<file path="config.mk">
export PLATFORM = sky130hd
export DESIGN_NAME = btb
export DESIGN_NICKNAME = d
export VERILOG_FILES = /design/src/rtl/btb.sv
export SDC_FILE = /design/constraint.sdc
export NUM_CORES = 1
export LEC_CHECK = 0
export CAP_MARGIN = 0
export CORE_AREA = 2 2 251 438
export CTS_CLUSTER_SIZE = 16
export DETAILED_ROUTE_END_ITERATION = 16
export DIE_AREA = 0 0 253 440
export GPL_TIMING_DRIVEN = 0
export SLEW_MARGIN = 0
export SYNTH_ARGS = -nofsm -noshare
export SYNTH_HDL_FRONTEND = slang
export SYNTH_SLANG_ARGS = --single-unit
</file>
<file path="constraint.sdc">
create_clock -name clk -period 7.11 [get_ports clk]
set_input_delay 0.711 -clock clk [delete_from_list [all_inputs] [get_ports clk]]
set_output_delay 0.711 -clock clk [all_outputs]
set_load 0.01 [all_outputs]
</file>
<file path="src/rtl/btb.sv">
// Direct-mapped branch target buffer: registered lookup of hit/target by fetch PC,
// taken-branch write-back from execute, and a one-entry-per-cycle invalidate-all sweep.
module btb #(
  parameter int ENTRIES = 16
) (
  input  logic        clk,
  input  logic        rst,
  input  logic [31:0] PC,
  input  logic        lookup_en,
  input  logic [1:0]  flush,
  input  logic        upd_en,
  input  logic [31:0] upd_pc,
  input  logic [31:0] upd_target,
  input  logic        upd_taken,
  input  logic        inv_req,
  output logic        btb_hit,
  output logic [31:0] btb_target,
  output logic        busy,
  output logic [15:0] hit_cnt
);

  localparam int IDX_W = $clog2(ENTRIES);
  localparam int TAG_W = 30 - IDX_W;
  localparam logic [IDX_W-1:0] LAST_IDX = IDX_W'(ENTRIES - 1);

  localparam logic [0:0] ST_IDLE  = 1'b0;
  localparam logic [0:0] ST_SWEEP = 1'b1;

  logic [0:0]       state;
  logic [IDX_W-1:0] ptr;

  logic [ENTRIES-1:0] valid;
  logic [TAG_W-1:0]   tag_mem [ENTRIES];
  logic [29:0]        tgt_mem [ENTRIES];

  logic [IDX_W-1:0] rd_idx;
  logic [TAG_W-1:0] rd_tag;
  logic [IDX_W-1:0] wr_idx;
  logic [TAG_W-1:0] wr_tag;
  logic             rd_hit;
  logic             do_lookup;
  logic             upd_we;
  logic             unused_low_bits;

  assign rd_idx = PC[IDX_W+1:2];
  assign rd_tag = PC[31:IDX_W+2];
  assign wr_idx = upd_pc[IDX_W+1:2];
  assign wr_tag = upd_pc[31:IDX_W+2];

  // Byte offsets carry no information for word-aligned fetch.
  assign unused_low_bits = ^{PC[1:0], upd_pc[1:0], upd_target[1:0]};

  assign rd_hit    = valid[rd_idx] && (tag_mem[rd_idx] == rd_tag);
  assign do_lookup = lookup_en && (flush == 2'b00) && (state == ST_IDLE);
  assign upd_we    = upd_en && upd_taken && (state == ST_IDLE);

  assign busy = (state == ST_SWEEP);

  always_ff @(posedge clk) begin
    if (rst) begin
      state <= ST_IDLE;
      ptr   <= '0;
    end else begin
      case (state)
        ST_IDLE: begin
          ptr <= '0;
          if (inv_req) state <= ST_SWEEP;
        end
        ST_SWEEP: begin
          ptr <= ptr + 1'b1;
          if (ptr == LAST_IDX) state <= ST_IDLE;
        end
        default: state <= ST_IDLE;
      endcase
    end
  end

  // Valid bits are the only state that must be cleared; tags/targets are gated by them.
  always_ff @(posedge clk) begin
    if (rst) begin
      valid <= '0;
    end else if (state == ST_SWEEP) begin
      valid[ptr] <= 1'b0;
    end else if (upd_we) begin
      valid[wr_idx] <= 1'b1;
    end
  end

  always_ff @(posedge clk) begin
    if (upd_we) begin
      tag_mem[wr_idx] <= wr_tag;
      tgt_mem[wr_idx] <= upd_target[31:2];
    end
  end

  // Reads sample the pre-edge array, so a same-cycle update is seen only next cycle.
  always_ff @(posedge clk) begin
    if (rst || !do_lookup) begin
      btb_hit    <= 1'b0;
      btb_target <= 32'h0;
    end else begin
      btb_hit    <= rd_hit;
      btb_target <= rd_hit ? {tgt_mem[rd_idx], 2'b00} : 32'h0;
    end
  end

  always_ff @(posedge clk) begin
    if (rst) begin
      hit_cnt <= 16'h0;
    end else if (btb_hit && (hit_cnt != 16'hFFFF)) begin
      hit_cnt <= hit_cnt + 16'h1;
    end
  end

endmodule

</file>
# Word-level counts from Yosys, hierarchy flattened
# Memories as Yosys holds them, arrays and structs flattened. A register that Yosys moved wholly into a read port is not among the register bits.
# Cells that the tools add are included.
# classes
addsub	2
multipliers	0
div_mod_pow	0
n_lt_le_gt_ge	5
n_eq_ne	3
shifts	0
mux	14
bitwise_logic	5
n_reduce_logical	13
# op_table
op	n
two-way mux 16 bit	2
equality test 26 bit	1
adder 16 x 1 -> 16 bit, second input constant	1
AND 16 bit	1
inequality test 16 bit, second input constant	1
inverter 16 bit	1
OR 16 bit	1
less-than comparator 4 x 5 -> 1 bit, second input constant	3
demux 1 bit (select 4 bit)	2
>= comparator 4 x 1 -> 1 bit, second input constant	2
logical AND 1 bit	8
one-hot mux 4 bit (2 select lines)	1
two-way mux 1 bit	7
adder 4 x 1 -> 4 bit, second input constant	1
binary-select mux 1 bit (select 4 bit)	1
equality test 4 bit, second input constant	1
zero test 2 bit	1
inverter 1 bit	2
one-hot mux 1 bit (2 select lines)	1
nonzero test 2 bit	1
OR reduction 2 bit	1
zero test 1 bit	1
logical OR 1 bit	1
# totals
ff_bits	40
latch_bits	0
ramBits	896
mem_bits_ro	0
input_bits	104
out_inout_bits	50
word_cells	50
memories	2
# memory_table
name	depth	width	rd	rd_clocked_by_memory_dff	write_ports	line_no	source
tgt_mem	16	30	1	1	1	34	logic [29:0] tgt_mem [ENTRIES];
tag_mem	16	26	1	0	1	33	logic [TAG_W-1:0] tag_mem [ENTRIES];

# Depth between registers and ports, before layout
# logic_depth
ltp_word	7
ltp_mapped	13
ltp_nobuf	7

# Worst setup path after synthesis
# OpenSTA, ideal clock, no wires.
# synth_timing
path_type	input-to-reg
from	input port upd_en
to	memory tag_mem[11][0] (netlist name) (enable)
setup_ns	0.553
arrival_time_ns	5.308
required_ns	6.557
path_slack_ns	1.249
path_stages	4
n_path_buf	0
cell_sequence	nand2_1 -> nor2_1 -> nand3_1 -> nor3b_1
# synth_via
elab_chain_cells	4
# synth_lines
element	line_no	source
start, declared	11	input logic upd_en,
logical AND 1 bit (2 in series)	55	assign upd_we = upd_en && upd_taken && (state == ST_IDLE);
two-way mux 1 bit	90	if (upd_we) begin
two-way mux 1 bit (not written as such)	91	tag_mem[wr_idx] <= wr_tag;
end, declared	33	
# Every way passes these cells.

# Worst setup path after layout
# layout_timing
from	input port PC[4]
to	register btb_target[30] (read register of tgt_mem)
# layout_via
elab_chain_cells	5
# layout_lines
element	line_no	source
start, declared	8	input logic [31:0] PC,
memory (16 x 26 bit) or binary-select mux 1 bit (select 4 bit) (tied branches)	n/a	
equality test 26 bit or two-way mux 1 bit (tied branches)	53	assign rd_hit = valid[rd_idx] && (tag_mem[rd_idx] == rd_tag);
logical AND 1 bit	53	
inverter 1 bit (no line)	n/a	
OR reduction 2 bit (no line)	n/a	
end, declared	17	output logic [31:0] btb_target,
# Parallel ways exist; a longest one is shown, timed or not. The select of a mux whose other input is x is not followed.
# A chain may end at the register's enable or synchronous reset.

==> out/summary.txt <==
Run status = finished, final reports clean
Post-synthesis cell area = 37400 um^2
Vertical die dimension = 440 um
Fin crit period = 5220 ps
Distinct cell type count after synthesis = 65
Portion of the clock cycle consumed by the worst path in the final layout = 0.734
Cell count of the worst reg-to-reg path = 8
Detailed-route wire length = 100000 um
CP endpoint kind = register
Global-route total usage across every layer = 0.181
End of the worst hold path = valid[14]
Wire length of the first global-routing pass = 142000 um
TritonCTS Sinks = 964
Worst clock skew = 33.5 ps
Cells resized by post-CTS repair = 0
CTS Hold Buffers Added = 0
Row cnt = 160
Slew at the pin closest to its max-slew limit = 1180 ps
Required arrival time at the worst endpoint = 7610 ps
Total gr overflow = 0
Antenna violations before repair = 10
Area share of the leading cell type in the synthesized netlist = 0.720
Initial core utilization = 0.346
Worst r2r dst = btb_target[30]
Family with the most delay on the worst path = buffers and inverters
Total number of yosys warnings = 0
Power Dens Cells = 263 nW/um^2
First-pass iteration count of the detailed router = 6
Worst hold slack = 478 ps
DP Area = 41800 um^2
Post-synth top flop = sky130_fd_sc_hd__edfxtp_1
Via count of the first global-routing pass = 20000
Final HPWL DP = 69600 um
EDFF count, synth = 896
Clock tree from TritonCTS = built
Worst-skew pair later-pin latency = 680 ps
Worst setup SP type = input pin
CORE AREA = 108000 um^2
Post-detailed-route DRC marker count = 0
Worst setup path category = input pin to register
Relative max-transition margin = 0.214
Via count = 18600
Critical path peak fanout = 10
Worst hold stages = 1
Number of buffers inserted by port buffering = 140
Final-report hold violation count = 0
Final design area excluding fillers = 44800 um^2
Slew Viols, Final = 0
Most numerous cell types in the synthesized netlist = sky130_fd_sc_hd__edfxtp_1 (896), sky130_fd_sc_hd__mux4_2 (233), sky130_fd_sc_hd__dfxtp_1 (68)
Signal arrival time at the worst endpoint = 5720 ps
Worst-path cell chain = clkdlybuf4s50_1 -> buf_2 -> buf_1 -> buf_1 -> mux4_2 -> xnor2_1 -> nand3_1 -> a211oi_2 -> buf_2 -> nand3_1 -> nor3_2
Slowest cell delay on critical path = 840 ps
Unrepaired setup endpoints after global routing = false
Max H-tree Level = 3
Max-cap violation count = 0
Die outline area = 111000 um^2
Yosys top cell by area = sky130_fd_sc_hd__edfxtp_1
Die width = 253 um
Antenna violation net count after detailed routing = 0
Cell chosen for the clock root = sky130_fd_sc_hd__clkbuf_16
Share of synthesized area occupied by flip-flops and latches = 0.756
Number of standard cells after synthesis = 1728
Routed via count divided by cell count = 5.35
Synthesized flop and latch total = 964
Clock transition at path regs = 60 ps
Peak supply drop = 0.197 mV
Gp weighted congestion = 0.834
Number of top-level pins = 154
Critical path's slowest cell = sky130_fd_sc_hd__a211oi_2
Pin count of the biggest net entering global routing = 32
Number of buffer and inverter instances along the worst setup path = 5
Average size of a mapped cell = 21.6 um^2
Maximum clock insertion buffer count = 3
Post-CTS Repair Setup Buffers = 0
Detailed router's first-iteration violation count = 1693
Fraction of layout cells with a size suffix above 1 = 0.263
Mean routed wirelength per cell = 28.7 um
Static leakage = 0.0140 uW
Area growth from synthesis to final layout = 19.7%
Biggest area contributors in the synthesized netlist = sky130_fd_sc_hd__edfxtp_1 (72%), sky130_fd_sc_hd__mux4_2 (14%), sky130_fd_sc_hd__dfxtp_1 (3.6%), sky130_fd_sc_hd__mux4_1 (1.2%), sky130_fd_sc_hd__mux2i_1 (1.1%)
Async SR Flop Fraction = 0
Clock buffer count from CTS = 86
Start of the worst register-to-register path = tag_mem[10][25]
Register-to-register path setup slack = 3230 ps
Highest achievable clock rate = 192 MHz
HP Class = register to register
Final number of setup-violating endpoints = 0
Hold path start = valid[14]
Final layout net count = 2144
Most frequently used cell type in the post-synthesis netlist = sky130_fd_sc_hd__edfxtp_1
## worst reg2reg max path: cells and delay by family, from the launching register on
kind	cells	cell delay [ps]
AO/OA/AOI/OAI	2	340
buffers and inverters	1	490
AND/OR/NAND/NOR	4	2020
multiplexers	1	500
flip-flops	1	370
## cells by family (layout without fill, tap and decap cells)
family,Yosys count,count (layout),share of synthesized area
other,1,7,0.000100
buffers and inverters,105,480,0.0163
and+or+nand+nor,238,238,0.0374
AOI/OAI and AO/OA,94,94,0.0183
adders and majority gates,5,5,0.00167
xor gates and xnor gates,31,31,0.00726
DFF,964,964,0.756
muxes,290,290,0.163
## flip-flops by register name (all words and copies together), names as in the netlist
| signal | count |
|---|---|
| tgt_mem | 480 |
| tag_mem | 416 |
| btb_target | 30 |
| hit_cnt | 16 |
| valid | 16 |
| ptr | 4 |
| btb_hit | 1 |
| busy | 1 |
## per-layer routing
metal	vias to the layer above	routed length (um)	global-route usage	part of all wire
met4	10	3600	0.0697	0.036
met2	579	56000	0.345	0.56
met5	-	71	0	0.00071
met3	174	4970	0.0337	0.050
li1	7873	-	-	-
met1	9998	35500	0.195	0.35
## per-stage QoR
stage                     cells  total power (uW)   util  setup WS, ps  setup TNS (ps)
after floorplan            1729              6680      -          1250               0
after global placement     3246              6950  0.375         -6130        -2357460
after detailed placement   3324              6980  0.387          1220               0
after CTS                  3481             11900  0.414          1900               0
after global routing       3484             12100  0.414          1870               0
final                      3486             11800  0.414          1890               0
## layout by cell type (no fill, tap or decap), types with 24 or more instances in the layout
cell type | Yosys | layout
sky130_fd_sc_hd__buf_12 | 3 | 24
sky130_fd_sc_hd__buf_2 | 33 | 33
sky130_fd_sc_hd__buf_6 | 12 | 54
sky130_fd_sc_hd__clkbuf_1 | 30 | 41
sky130_fd_sc_hd__clkbuf_16 | 0 | 87
sky130_fd_sc_hd__clkdlybuf4s50_1 | 0 | 140
sky130_fd_sc_hd__dfxtp_1 | 68 | 68
sky130_fd_sc_hd__edfxtp_1 | 896 | 896
sky130_fd_sc_hd__mux2i_1 | 40 | 40
sky130_fd_sc_hd__mux4_2 | 233 | 233
sky130_fd_sc_hd__nand2_1 | 28 | 28
sky130_fd_sc_hd__nand3_1 | 46 | 46
sky130_fd_sc_hd__nor2_1 | 56 | 47
sky130_fd_sc_hd__nor3_2 | 30 | 35
## power by group
| part | leakage, uW | switching [uW] | internal, uW |
|---|---|---|---|
| Clock | 0.00143 | 2100 | 2840 |
| Sequential | 0.00861 | 7.10 | 6220 |
| Combinational | 0.00392 | 357 | 259 |
## area by class of cell
cell class,instances,area (um^2)
fill,9412,63300
sequential,964,28300
multi-input combinational,660,8620
timing repair buffer,218,2570
clock buffer,98,2220
tap,1377,1720
clock inverter,59,746
buffer,95,571
inverter,10,40.0
antenna,5,12.5
## how the worst max path moves through the flow
stage	startpoint	slack (ps)	cells past startpoint	to
floorplan	upd_en	1250	4	tag_mem[11][0]
global placement	upd_en	-6130	5	tgt_mem[11][27]
detailed placement	PC[4]	1220	11	btb_hit
CTS	PC[4]	1900	11	btb_hit
global route	PC[4]	1870	11	btb_hit
finish	PC[4]	1890	11	btb_target[30]
(Power assumes the default switching activity.)
